### config.mk
export PLATFORM = sky130hd
export DESIGN_NAME = keypad_row_decoder
export DESIGN_NICKNAME = d
export VERILOG_FILES = /design/src/rtl/keypad_pkg.sv /design/src/rtl/keypad_row_decoder_sync2.sv /design/src/rtl/keypad_row_decoder.sv
export SDC_FILE = /design/constraint.sdc
export NUM_CORES = 1
export LEC_CHECK = 0
export ABC_AREA = 1
export CORE_ASPECT_RATIO = 0.7
export CORE_MARGIN = 3
export CORE_UTILIZATION = 55
export CTS_CLUSTER_DIAMETER = 200
export DETAILED_ROUTE_END_ITERATION = 12
export GPL_TIMING_DRIVEN = 0
export PLACE_DENSITY = 0.74
export SLEW_MARGIN = 20
export SYNTH_ARGS = -nofsm -noshare
export SYNTH_HDL_FRONTEND = slang
export SYNTH_SLANG_ARGS = --single-unit
### constraint.sdc
create_clock -name clk -period 2.22 [get_ports clk]
set_input_delay 0.444 -clock clk [delete_from_list [all_inputs] [get_ports clk]]
set_output_delay 0.444 -clock clk [all_outputs]
set_load 0.05 [all_outputs]
### src/rtl/keypad_pkg.sv
// Shared types and helpers for the keypad scanner consumer stage.
package keypad_pkg;

  localparam int KEY_W = 4;
  localparam int ROWS  = 4;
  localparam int COLS  = 4;

  typedef enum logic [1:0] {SCAN, DEBOUNCE, HELD, RELEASE} state_t;

  typedef struct packed {
    logic       valid;
    logic [1:0] idx;
  } idx_t;

  // Bit position of a one-hot nibble; valid is low for zero or multi-hot input.
  function automatic idx_t onehot4_to_idx(input logic [3:0] v);
    idx_t r;
    r.valid = 1'b1;
    r.idx   = 2'd0;
    case (v)
      4'b0001: r.idx = 2'd0;
      4'b0010: r.idx = 2'd1;
      4'b0100: r.idx = 2'd2;
      4'b1000: r.idx = 2'd3;
      default: r.valid = 1'b0;
    endcase
    return r;
  endfunction

endpackage

### src/rtl/keypad_row_decoder_sync2.sv
// Two-flop synchronizer for asynchronous inputs, async active-low reset.
module sync2 #(
  parameter int WIDTH = 1
) (
  input  logic             clk,
  input  logic             rst_n,
  input  logic [WIDTH-1:0] d,
  output logic [WIDTH-1:0] q
);

  logic [WIDTH-1:0] meta_r;

  // Metastability filter chain.
  always_ff @(posedge clk or negedge rst_n) begin
    if (!rst_n) begin
      meta_r <= '0;
      q      <= '0;
    end else begin
      meta_r <= d;
      q      <= meta_r;
    end
  end

endmodule

### src/rtl/keypad_row_decoder.sv
// Keypad row decoder: samples rows per scanned column, debounces press/release,
// freezes the ring counter while a key is down and reports the key code.
module keypad_row_decoder
  import keypad_pkg::*;
#(
  parameter int SCAN_DIV        = 4,
  parameter int DEBOUNCE_CYCLES = 8
) (
  input  logic             clk,
  input  logic             reset,
  input  logic [3:0]       col_sel,
  input  logic [3:0]       rows,
  output logic             scan_enable,
  output logic [KEY_W-1:0] key_code,
  output logic             key_valid,
  output logic             key_held
);

  localparam int DW = (SCAN_DIV > 1) ? $clog2(SCAN_DIV) : 1;
  localparam int BW = (DEBOUNCE_CYCLES > 1) ? $clog2(DEBOUNCE_CYCLES) : 1;
  localparam logic [DW-1:0] DWELL_LAST = DW'(SCAN_DIV - 1);
  localparam logic [BW-1:0] DEB_LAST   = BW'(DEBOUNCE_CYCLES - 1);

  logic [3:0]       rows_s;
  state_t           state_r, state_s;
  logic [DW-1:0]    dwell_r, dwell_s;
  logic [BW-1:0]    deb_r, deb_s;
  logic [1:0]       row_r, row_s;
  logic [1:0]       col_r, col_s;
  logic [3:0]       colsel_r, colsel_s;
  logic [KEY_W-1:0] key_code_r, key_code_s;
  logic             key_valid_r, key_valid_s;
  logic             key_held_r, key_held_s;
  logic             scan_enable_r, scan_enable_s;
  idx_t             row_info_s, col_info_s;
  logic             row_hit_s, col_same_s;

  sync2 #(.WIDTH(ROWS)) u_rows_sync (
    .clk  (clk),
    .rst_n(reset),
    .d    (rows),
    .q    (rows_s)
  );

  assign scan_enable = scan_enable_r;
  assign key_code    = key_code_r;
  assign key_valid   = key_valid_r;
  assign key_held    = key_held_r;

  // Next-state and output decode; ghosted (multi-row) samples fall through to a column advance.
  always_comb begin
    row_info_s    = onehot4_to_idx(rows_s);
    col_info_s    = onehot4_to_idx(col_sel);
    row_hit_s     = rows_s[row_r];
    col_same_s    = (col_sel == colsel_r);
    state_s       = state_r;
    dwell_s       = dwell_r;
    deb_s         = deb_r;
    row_s         = row_r;
    col_s         = col_r;
    colsel_s      = colsel_r;
    key_code_s    = key_code_r;
    key_held_s    = key_held_r;
    key_valid_s   = 1'b0;
    scan_enable_s = 1'b0;
    case (state_r)
      SCAN: begin
        if (dwell_r == DWELL_LAST) begin
          dwell_s = '0;
          if (row_info_s.valid && col_info_s.valid) begin
            row_s    = row_info_s.idx;
            col_s    = col_info_s.idx;
            colsel_s = col_sel;
            deb_s    = '0;
            state_s  = DEBOUNCE;
          end else begin
            scan_enable_s = 1'b1;
          end
        end else begin
          dwell_s = dwell_r + 1'b1;
        end
      end
      DEBOUNCE: begin
        if (row_hit_s && col_same_s) begin
          if (deb_r == DEB_LAST) begin
            key_code_s  = {row_r, col_r};
            key_valid_s = 1'b1;
            key_held_s  = 1'b1;
            state_s     = HELD;
          end else begin
            deb_s = deb_r + 1'b1;
          end
        end else begin
          dwell_s = '0;
          state_s = SCAN;
        end
      end
      HELD: begin
        if (!row_hit_s) begin
          deb_s   = '0;
          state_s = RELEASE;
        end else begin
          state_s = HELD;
        end
      end
      RELEASE: begin
        if (!row_hit_s) begin
          if (deb_r == DEB_LAST) begin
            key_held_s = 1'b0;
            dwell_s    = '0;
            state_s    = SCAN;
          end else begin
            deb_s = deb_r + 1'b1;
          end
        end else begin
          state_s = HELD;
        end
      end
      default: begin
        dwell_s    = '0;
        deb_s      = '0;
        key_held_s = 1'b0;
        state_s    = SCAN;
      end
    endcase
  end

  // State, counters and registered outputs.
  always_ff @(posedge clk or negedge reset) begin
    if (!reset) begin
      state_r       <= SCAN;
      dwell_r       <= '0;
      deb_r         <= '0;
      row_r         <= 2'd0;
      col_r         <= 2'd0;
      colsel_r      <= 4'd0;
      key_code_r    <= 4'h0;
      key_valid_r   <= 1'b0;
      key_held_r    <= 1'b0;
      scan_enable_r <= 1'b0;
    end else begin
      state_r       <= state_s;
      dwell_r       <= dwell_s;
      deb_r         <= deb_s;
      row_r         <= row_s;
      col_r         <= col_s;
      colsel_r      <= colsel_s;
      key_code_r    <= key_code_s;
      key_valid_r   <= key_valid_s;
      key_held_r    <= key_held_s;
      scan_enable_r <= scan_enable_s;
    end
  end

endmodule
==> results of run 1 <==
cell usage after synthesis, types with 3 or more instances:
library cell	number
dfrtp_1	30
o21ai_2	7
inv_2	5
nor2_2	3
nand2_1	62
ha_1	3
nor2_1	3
nand3_1	10
inv_1	19
o21ai_0	4
nand2_2	7
nor2_4	3
nand4_1	4
final timing paths:
check,cells after the start,from,to
min in group clk,0,u_rows_sync.meta_r[2],u_rows_sync.q[2]
max in group asynchronous,1,reset,dwell_r[1]
hold / removal,1,reset,colsel_r[2]
hold reg to reg,0,u_rows_sync.meta_r[2],u_rows_sync.q[2]
setup / recovery,1,key_code[3],key_code[3]
setup reg to reg,8,deb_r[0],deb_r[2]
metal layers:
metal / global-route usage (%) / up-vias / routed length [µm]
met5: 0 / - / 0
met1: 23.1 / 559 / 1330
met4: 7.14 / 0 / 32
met3: 5.40 / 4 / 113
li1: - / 608 / -
met2: 30.5 / 23 / 1320
cell families after synthesis:
family | Yosys count | synth area share [%]
buffers and inverters | 27 | 7.25
adders and majority gates | 3 | 2.42
DFF | 30 | 48.3
and+or+nand+nor | 102 | 35.6
AOI/OAI and AO/OA | 14 | 6.37
state kept, by name, summed over array words and instances, names as in the netlist:
name                cells
dwell_r                 2
u_rows_sync.meta_r      4
row_r                   2
u_rows_sync.q           4
state_r                 2
scan_enable             1
colsel_r                4
key_valid               1
key_held                1
key_code                4
col_r                   2
deb_r                   3
power groups by stage:
stage / Clock [mW] / Combinational (mW) / Sequential (mW)
global route: 0.456 / 0.504 / 0.732
global placement: 0 / 0.427 / 0.719
detailed placement: 0 / 0.447 / 0.727
floorplan: 0 / 0.316 / 0.736
finish: 0.412 / 0.444 / 0.719
CTS: 0.425 / 0.450 / 0.718
layout make-up:
class / count / share of cell area, %
plain buffers: 2 / 0.887
clock buffers: 6 / 4.51
inverters: 25 / 5.26
multi-input cells: 119 / 37.6
flip-flops and latches: 30 / 41.0
well taps: 34 / 2.32
repair buffers: 16 / 8.46
stage by stage:
| step | utilization, % | cells | setup slack (ns) | hold slack [ns] |
|---|---|---|---|---|
| floorplan | - | 176 | 0.872 | 0.148 |
| global route | 71.3 | 232 | 0.298 | 0.234 |
| CTS | 71.3 | 232 | 0.326 | 0.214 |
| global placement | 68.3 | 226 | 0.227 | 0.337 |
| finish | 71.3 | 232 | 0.342 | 0.197 |
| detailed placement | 68.1 | 226 | 0.191 | 0.336 |
==> out/qor.yml, run 1 <==
run_status:
  outcome: "complete, no violations"
clock_network:
  cts_hold_buf: 0
  clock_sink_count: 30
  cts_htree_levels: 2
  cts_tree: "done"
  clkLatencyLatePin_ns: 0.27
  numCtsBuffers: 5
  cts-root-buf: "clkbuf_8"
  cts.path.max_buffers: 2
  post_cts_resize_count: 0
  clk_pin_slew_ns: 0.06
  post-cts-setup-buffers: 0
cells_and_area:
  synthToLayoutAreaGrowth_pct: 18.1
  final_area_um2: 1830
  final_layout_size_suffix_gt1_share_pct: 21.2
  final_net_count: 212
  layout.filler_cells: 180
  number_of_antenna_repair_diodes: 0
  multi_input_combinational_cell_area_um2: 689
  layout_commonest_cell: "nand2_1"
  most_frequent_cells_in_the_layout: "62 x nand2_1, 30 x dfrtp_1, 19 x inv_1"
  seq_area_um2: 751
worst_setup_path:
  arrival_ns: 1.43
  setup.reg_to_reg.worst_slack_ns: 0.72
  critical_path_required_ns: 1.78
  crit_slowest_cell: "clkdlybuf4s50_1"
  startpoint_type: "register"
  kind_of_cell_adding_the_most_delay_to_the_critical_path: "buffers and inverters"
  timing.critical_path.to_type: "output pin"
  path_cells: "clkdlybuf4s50_1"
  crit_fanout: 2
  worstPathBufferInverterCount: 1
  critPathKind: "reg2out"
  critical-path-max-stage-delay_ns: 0.81
timing:
  count_of_endpoints_failing_setup_in_the_final_report: 0
  setup_tns_ns: 0
  grt_setup_unrepaired: "false"
  final_max_slew_viol_count: 0
  clock-skew-final_ns: 0.00380
  layout_worst_path_cycle_share_pct: 84.6
  fmax_mhz: 533
  slew-limit-headroom_pct: 56.5
  final_hold_viol_count: 0
  worstMarginPinSlew_ns: 0.652
  period_needed_ns: 1.88
global_route:
  globalRoute.totalOverflow: 0
  grt_pass1_vias: 1158
  grt_pass1_wl_mm: 4.97
  antenna_violations_before_repair: 0
  globalRouteTotalUtil_pct: 18.5
  largest_net_degree_at_the_start_of_global_routing: 31
synthesis:
  ys_dominant_reg_cell: "dfrtp_1"
  post_syn_nets: 189
  synth_cells: 176
  synth.yosys.warnings: 0
  synth-async-reset-ratio_pct: 100
  synth_sequential_area_ratio_pct: 48.3
  leading_post_synthesis_cells_by_cell_area: "dfrtp_1 48%, nand2_1 15%, inv_1 4.6%"
  netlist.area_leader.share_pct: 48.3
  avgSynthCellArea_um2: 8.82
  number_of_synthesized_flops_with_an_enable_pin: 0
  synth.lib_cells_used.distinct: 25
  post_synth_instance_area_um2: 1550
  synth-seq-cells: 30
  synthDominantAreaCellType: "dfrtp_1"
power:
  power.sequential.fraction_pct: 45.6
  power_report.internal_total_mw: 1.05
  combinationalPowerShare_pct: 28.2
  ir_worst_vdd_uv: 549
  p_sw_mw: 0.525
  clock_power_share_pct: 26.2
  finalPower_mw: 1.57
  power.density_nw_per_um2: 859
  switching_share_pct: 33.3
  power.static_leakage_nw: 0.953
die:
  chip_height_um: 50.5
  floorplan.die.width_um: 69.5
  core_um2: 2570
  initial_utilization_pct: 60.4
  die_area_um2: 3510
  rows: 15
  io-pin-count: 17
route:
  route.final.wire_length_mm: 2.80
  length_of_the_first_detailed_routing_pass_in_iterations: 4
  ant_nets: 0
  dr_total_vias: 1194
  avgViaCountPerCell: 5.15
  first_iter_violations: 85
  wl_per_cell_um: 12.1
  post-route-drc-count: 0
min_path:
  hold_path_class: "in2async"
placed_design:
  dpl_cell_area_um2: 1750
  number_of_i_o_port_buffers: 16
  gp_congestion: 0.770
  hpwl_after_detailed_placement_mm: 2.19
job:
  max_capacitance_violation_count: 0
No activity file was read; power rests on OpenSTA's default activity.
==> inputs of run 2 (changes only) <==
==> constraint.sdc (replaced) <==
create_clock -name clk -period 1.8 [get_ports clk]
set_input_delay 0.36 -clock clk [delete_from_list [all_inputs] [get_ports clk]]
set_output_delay 0.36 -clock clk [all_outputs]
set_load 0.05 [all_outputs]
==> run 2 against run 1 <==
- critical path depth up 8
- critical endpoint is now deb_r[2]
- cell count unchanged
- first-iteration DRC count unchanged
- clock power up 23%
- non-clock buffer count unchanged
- flip-flop and latch count unchanged
==> out/qor.yml, run 2 (synthesized netlist as in run 1, its figures left out) <==
run_status:
  outcome: "complete, no violations"
placed_design:
  dpl_cell_area_um2: 1750
  hpwl_after_detailed_placement_mm: 2.19
  number_of_i_o_port_buffers: 16
  gp_congestion: 0.770
  detailedPlace.worstSlack_ns: -0.145
worst_setup_path:
  startpoint_type: "input port"
  timing.critical_path.to_type: "register"
  r2r.worst_path.cells: 8
  kind_of_cell_adding_the_most_delay_to_the_critical_path: "simple AND/OR/NAND/NOR gates"
  worstPathBufferInverterCount: 1
  cell_occurring_most_often_along_the_worst_timing_path: "nand2_1"
  crit_fanout: 6
  path_cells: "clkdlybuf4s50_1 > nor2_2 > nand3_1 > nand2_2 > nand3_1 > nand2_1 > nand3_4 > nand2_1 > nand2_1"
  crit_slowest_cell: "clkdlybuf4s50_1"
  critical-path-max-stage-delay_ns: 0.51
  critical_path_required_ns: 1.96
  path_depth: 9
  arrival_ns: 1.81
  critPathKind: "in2reg"
timing:
  slew-limit-headroom_pct: 56.4
  final_hold_viol_count: 0
  grt_setup_unrepaired: "false"
  final_max_slew_viol_count: 0
  worstMarginPinSlew_ns: 0.653
  fin_worst_hold_slack_ns: 0.114
  clock-skew-final_ns: 0.00381
  fmax_mhz: 608
  layout_worst_path_cycle_share_pct: 91.4
  period_needed_ns: 1.65
  count_of_endpoints_failing_setup_in_the_final_report: 0
  postLayoutSetupSlackWorst_ns: 0.154
  setup_tns_ns: 0
power:
  ir_worst_vdd_uv: 677
  power.density_nw_per_um2: 1050
  power.static_leakage_nw: 1.05
  finalPower_mw: 1.94
route:
  ant_nets: 0
  route.final.wire_length_mm: 2.82
  first_iter_violations: 85
  avgViaCountPerCell: 5.15
  dr_total_vias: 1195
  length_of_the_first_detailed_routing_pass_in_iterations: 4
  wl_per_cell_um: 12.1
  post-route-drc-count: 0
clock_network:
  cts.path.max_buffers: 2
  cts_hold_buf: 0
  clock_sink_count: 30
  numCtsBuffers: 5
  clk_pin_slew_ns: 0.06
  cts-root-buf: "clkbuf_8"
  clkLatencyLatePin_ns: 0.27
  cts_htree_levels: 2
  cts_tree: "done"
  post-cts-setup-buffers: 0
cells_and_area:
  final_area_um2: 1840
  most_frequent_cells_in_the_layout: "62 x nand2_1, 30 x dfrtp_1, 19 x inv_1"
  number_of_antenna_repair_diodes: 0
  final_net_count: 212
  layout_commonest_cell: "nand2_1"
  final_layout_size_suffix_gt1_share_pct: 21.2
  synthToLayoutAreaGrowth_pct: 18.7
die:
  initial_utilization_pct: 60.4
  chip_height_um: 50.5
  rows: 15
  io-pin-count: 17
  floorplan.die.width_um: 69.5
  core_um2: 2570
  die_area_um2: 3510
global_route:
  globalRouteTotalUtil_pct: 18.5
  globalRoute.totalOverflow: 0
  grt_pass1_vias: 1158
  antenna_violations_before_repair: 0
  largest_net_degree_at_the_start_of_global_routing: 31
  grt_pass1_wl_mm: 4.97
job:
  max_capacitance_violation_count: 0
min_path:
  hold_path_class: "in2async"
==> run 2: cell count changes in the layout (fill, tap and decap cells not counted), sizes merged <==
| cell | change |
|---|---|
| dlymetal6s2s | +5 |
| dlygate4sd2 | +2 |
| clkdlybuf4s50 | -7 |
==> run 2: layout make-up <==
class                   instances  area, µm²
plain buffers                   2       16.3
clock buffers                   6       82.6
fillers                       183        728
inverters                      25       96.3
multi-input cells             119        689
flip-flops and latches         30        751
well taps                      34       42.5
repair buffers                 16        165
==> run 2: final timing paths <==
check	startpoint	to	slack, ns
max in group asynchronous	reset	dwell_r[1]	1.26
setup reg to reg	deb_r[0]	deb_r[2]	0.30
hold / removal	reset	colsel_r[2]	0.11
hold reg to reg	u_rows_sync.meta_r[2]	u_rows_sync.q[2]	0.35
setup / recovery	col_sel[2]	deb_r[2]	0.15
min in group clk	u_rows_sync.meta_r[2]	u_rows_sync.q[2]	0.35
==> run 2: power by group <==
part	internal (mW)	switching, mW	total, mW	leakage [nW]
sequential	0.797	0.0888	0.886	0.387
combinational	0.203	0.343	0.547	0.624
clock	0.294	0.215	0.508	0.0431
==> run 2: worst reg2reg max path, stage by stage, from the launching register on <==
cell	delay [ns]
dfrtp_1	0.40
ha_1	0.21
ha_1	0.20
nand2_1	0.11
nand2_1	0.06
inv_1	0.17
nand3_4	0.11
nand2_1	0.07
nand2_1	0.05
==> run 2: layer usage <==
metal / wire, µm / share of wire, % / GRT usage, %
met2: 1330 / 47 / 30.5
met5: 0 / 0 / 0
met3: 110 / 3.9 / 5.40
met1: 1340 / 48 / 23.1
met4: 32 / 1.1 / 7.14
==> run 2: stage by stage <==
step / util (%) / cells
2_1_floorplan: - / 176
3_3_place_gp: 68.3 / 226
3_5_place_dp: 68.1 / 226
4_1_cts: 71.2 / 232
5_1_grt: 71.7 / 232
6_report: 71.7 / 232
==> run 2: timing repair <==
item / CTS / global route
hold endpoints to repair: 0 / 0
pin swaps: 0 / 0
gates resized for setup: 2 / 5
setup endpoints to repair: 2 / 5
==> inputs of run 3 (changes only) <==
--- a/config.mk
+++ b/config.mk
@@ -8,11 +8,11 @@
 export ABC_AREA = 1
 export CORE_ASPECT_RATIO = 0.7
 export CORE_MARGIN = 3
-export CORE_UTILIZATION = 55
+export CORE_UTILIZATION = 35
 export CTS_CLUSTER_DIAMETER = 200
 export DETAILED_ROUTE_END_ITERATION = 12
 export GPL_TIMING_DRIVEN = 0
-export PLACE_DENSITY = 0.74
+export PLACE_DENSITY = 0.5
 export SLEW_MARGIN = 20
 export SYNTH_ARGS = -nofsm -noshare
 export SYNTH_HDL_FRONTEND = slang
==> run 3 against run 2 <==
- sequential share of layout area decreased by 0.79 points
- critical path type is now reg2out
- maximum frequency fell by 6.2%
- worst setup slack worse by 0.11 ns
- largest power group unchanged
- utilization decreased by 26 points
- clock power grew 7.9%
==> out/qor.yml, run 3 (synthesized netlist as in run 1, its figures left out) <==
timing:
  final_hold_viol_count: 0
  final_max_slew_viol_count: 0
  setup_tns_ns: 0
  slew-limit-headroom_pct: 55.4
  count_of_endpoints_failing_setup_in_the_final_report: 0
  fin_worst_hold_slack_ns: 0.114
  grt_setup_unrepaired: "false"
  period_needed_ns: 1.76
  layout_worst_path_cycle_share_pct: 97.5
  worstMarginPinSlew_ns: 0.670
  fmax_mhz: 570
  clock-skew-final_ns: 0.00874
cells_and_area:
  layout.filler_cells: 383
  number_of_antenna_repair_diodes: 0
  multi_input_combinational_cell_area_um2: 689
  final_core_utilization_pct: 46.0
  final_net_count: 212
  most_frequent_cells_in_the_layout: "62 x nand2_1, 30 x dfrtp_1, 19 x inv_1"
  seq_area_um2: 751
  final_layout_size_suffix_gt1_share_pct: 22.0
  layout_commonest_cell: "nand2_1"
  synthToLayoutAreaGrowth_pct: 21.0
clock_network:
  clock_sink_count: 30
  cts_htree_levels: 2
  post-cts-setup-buffers: 0
  cts.path.max_buffers: 2
  cts_tree: "done"
  cts-root-buf: "clkbuf_8"
  clk_pin_slew_ns: 0.07
  numCtsBuffers: 5
  clkLatencyLatePin_ns: 0.27
min_path:
  hold_path_class: "in2async"
route:
  dr_total_vias: 1141
  wl_per_cell_um: 10.7
  length_of_the_first_detailed_routing_pass_in_iterations: 5
  avgViaCountPerCell: 4.53
  ant_nets: 0
  post-route-drc-count: 0
  first_iter_violations: 46
  route.final.wire_length_mm: 2.71
worst_setup_path:
  cp-startpoint: "key_valid"
  critical-path-max-stage-delay_ns: 0.79
  arrival_ns: 1.40
  r2r.worst_path.cells: 8
  kind_of_cell_adding_the_most_delay_to_the_critical_path: "buffers and inverters"
  crit_fanout: 1
  path_cells: "clkdlybuf4s50_1"
  crit_path_end: "key_valid"
  crit_slowest_cell: "clkdlybuf4s50_1"
  path_depth: 1
  worstPathBufferInverterCount: 1
  critical_path.reg2reg.startpoint: "deb_r[0]"
  critical_path_required_ns: 1.44
  timing.critical_path.to_type: "output pin"
  timing.rr.end: "state_r[1]"
  critPathKind: "reg2out"
  startpoint_type: "register"
  setup.reg_to_reg.worst_slack_ns: 0.30
global_route:
  grt_pass1_vias: 1070
  globalRouteTotalUtil_pct: 11.9
  globalRoute.totalOverflow: 0
  grt_pass1_wl_mm: 4.78
  largest_net_degree_at_the_start_of_global_routing: 31
  antenna_violations_before_repair: 0
run_status:
  outcome: "complete, no violations"
die:
  die_area_um2: 5280
  chip_height_um: 61.7
  core_um2: 4090
  initial_utilization_pct: 38.0
  rows: 19
  floorplan.die.width_um: 85.6
  io-pin-count: 17
power:
  switching_share_pct: 33.7
  power.density_nw_per_um2: 1050
  power_report.internal_total_mw: 1.31
  power.sequential.fraction_pct: 44.7
  finalPower_mw: 1.97
  p_sw_mw: 0.664
  power.static_leakage_nw: 1.05
  ir_worst_vdd_uv: 512
  combinationalPowerShare_pct: 27.4
  clock_power_share_pct: 27.8
placed_design:
  gp_congestion: 0.803
  hpwl_after_detailed_placement_mm: 2.10
  number_of_i_o_port_buffers: 16
job:
  max_capacitance_violation_count: 0
[run 3: metal layers]
layer	track usage, %	up-vias	routed length, µm
met1	16.3	515	1480
li1	-	603	-
met5	0	-	0
met2	18.0	21	1080
met3	4.48	2	131
met4	3.39	0	18
[run 3: how the worst min path moves through the flow]
| stage | to | slack (ns) | cells past startpoint | startpoint |
|---|---|---|---|---|
| after floorplan | col_r[0] | 0.06 | 0 | reset |
| after global placement | u_rows_sync.q[0] | 0.33 | 0 | u_rows_sync.meta_r[0] |
| after detailed placement | u_rows_sync.q[2] | 0.34 | 0 | u_rows_sync.meta_r[2] |
| after CTS | key_held | 0.14 | 1 | reset |
| after global routing | key_valid | 0.17 | 1 | reset |
| final | key_valid | 0.11 | 1 | reset |
[run 3: power by group through the flow]
| stage | clock network (mW) | logic (mW) | registers [mW] |
|---|---|---|---|
| finish | 0.548 | 0.540 | 0.881 |
| global route | 0.602 | 0.624 | 0.899 |
| CTS | 0.570 | 0.551 | 0.882 |
| detailed placement | 0 | 0.551 | 0.893 |
| global placement | 0 | 0.536 | 0.884 |
| floorplan | 0 | 0.389 | 0.908 |
[run 3: final cells by class]
cell class | instances | area share, %
plain buffers | 2 | 0.866
clock buffers | 6 | 4.39
clock inverters | 2 | 0.666
inverters | 25 | 5.13
multi-input cells | 119 | 36.7
flip-flops and latches | 30 | 39.9
well taps | 52 | 3.46
repair buffers | 16 | 8.85
[run 3: per-stage QoR]
step / cells / setup WS, ns / area (µm²)
2_1_floorplan: 176 / 0.452 / 1550
3_3_place_gp: 244 / -0.191 / 1780
3_5_place_dp: 244 / -0.142 / 1770
4_1_cts: 252 / 0.000816 / 1870
5_1_grt: 252 / 0.00220 / 1880
6_report: 252 / 0.0448 / 1880
[run 3: repair_timing]
action | 4_1_cts | 5_1_grt
pin swaps | 0 | 0
gates cloned | 0 | 0
setup endpoints to repair | 1 | 5
gates resized for setup | 1 | 5
hold endpoints to repair | 0 | 0
hold buffers | 0 | 0
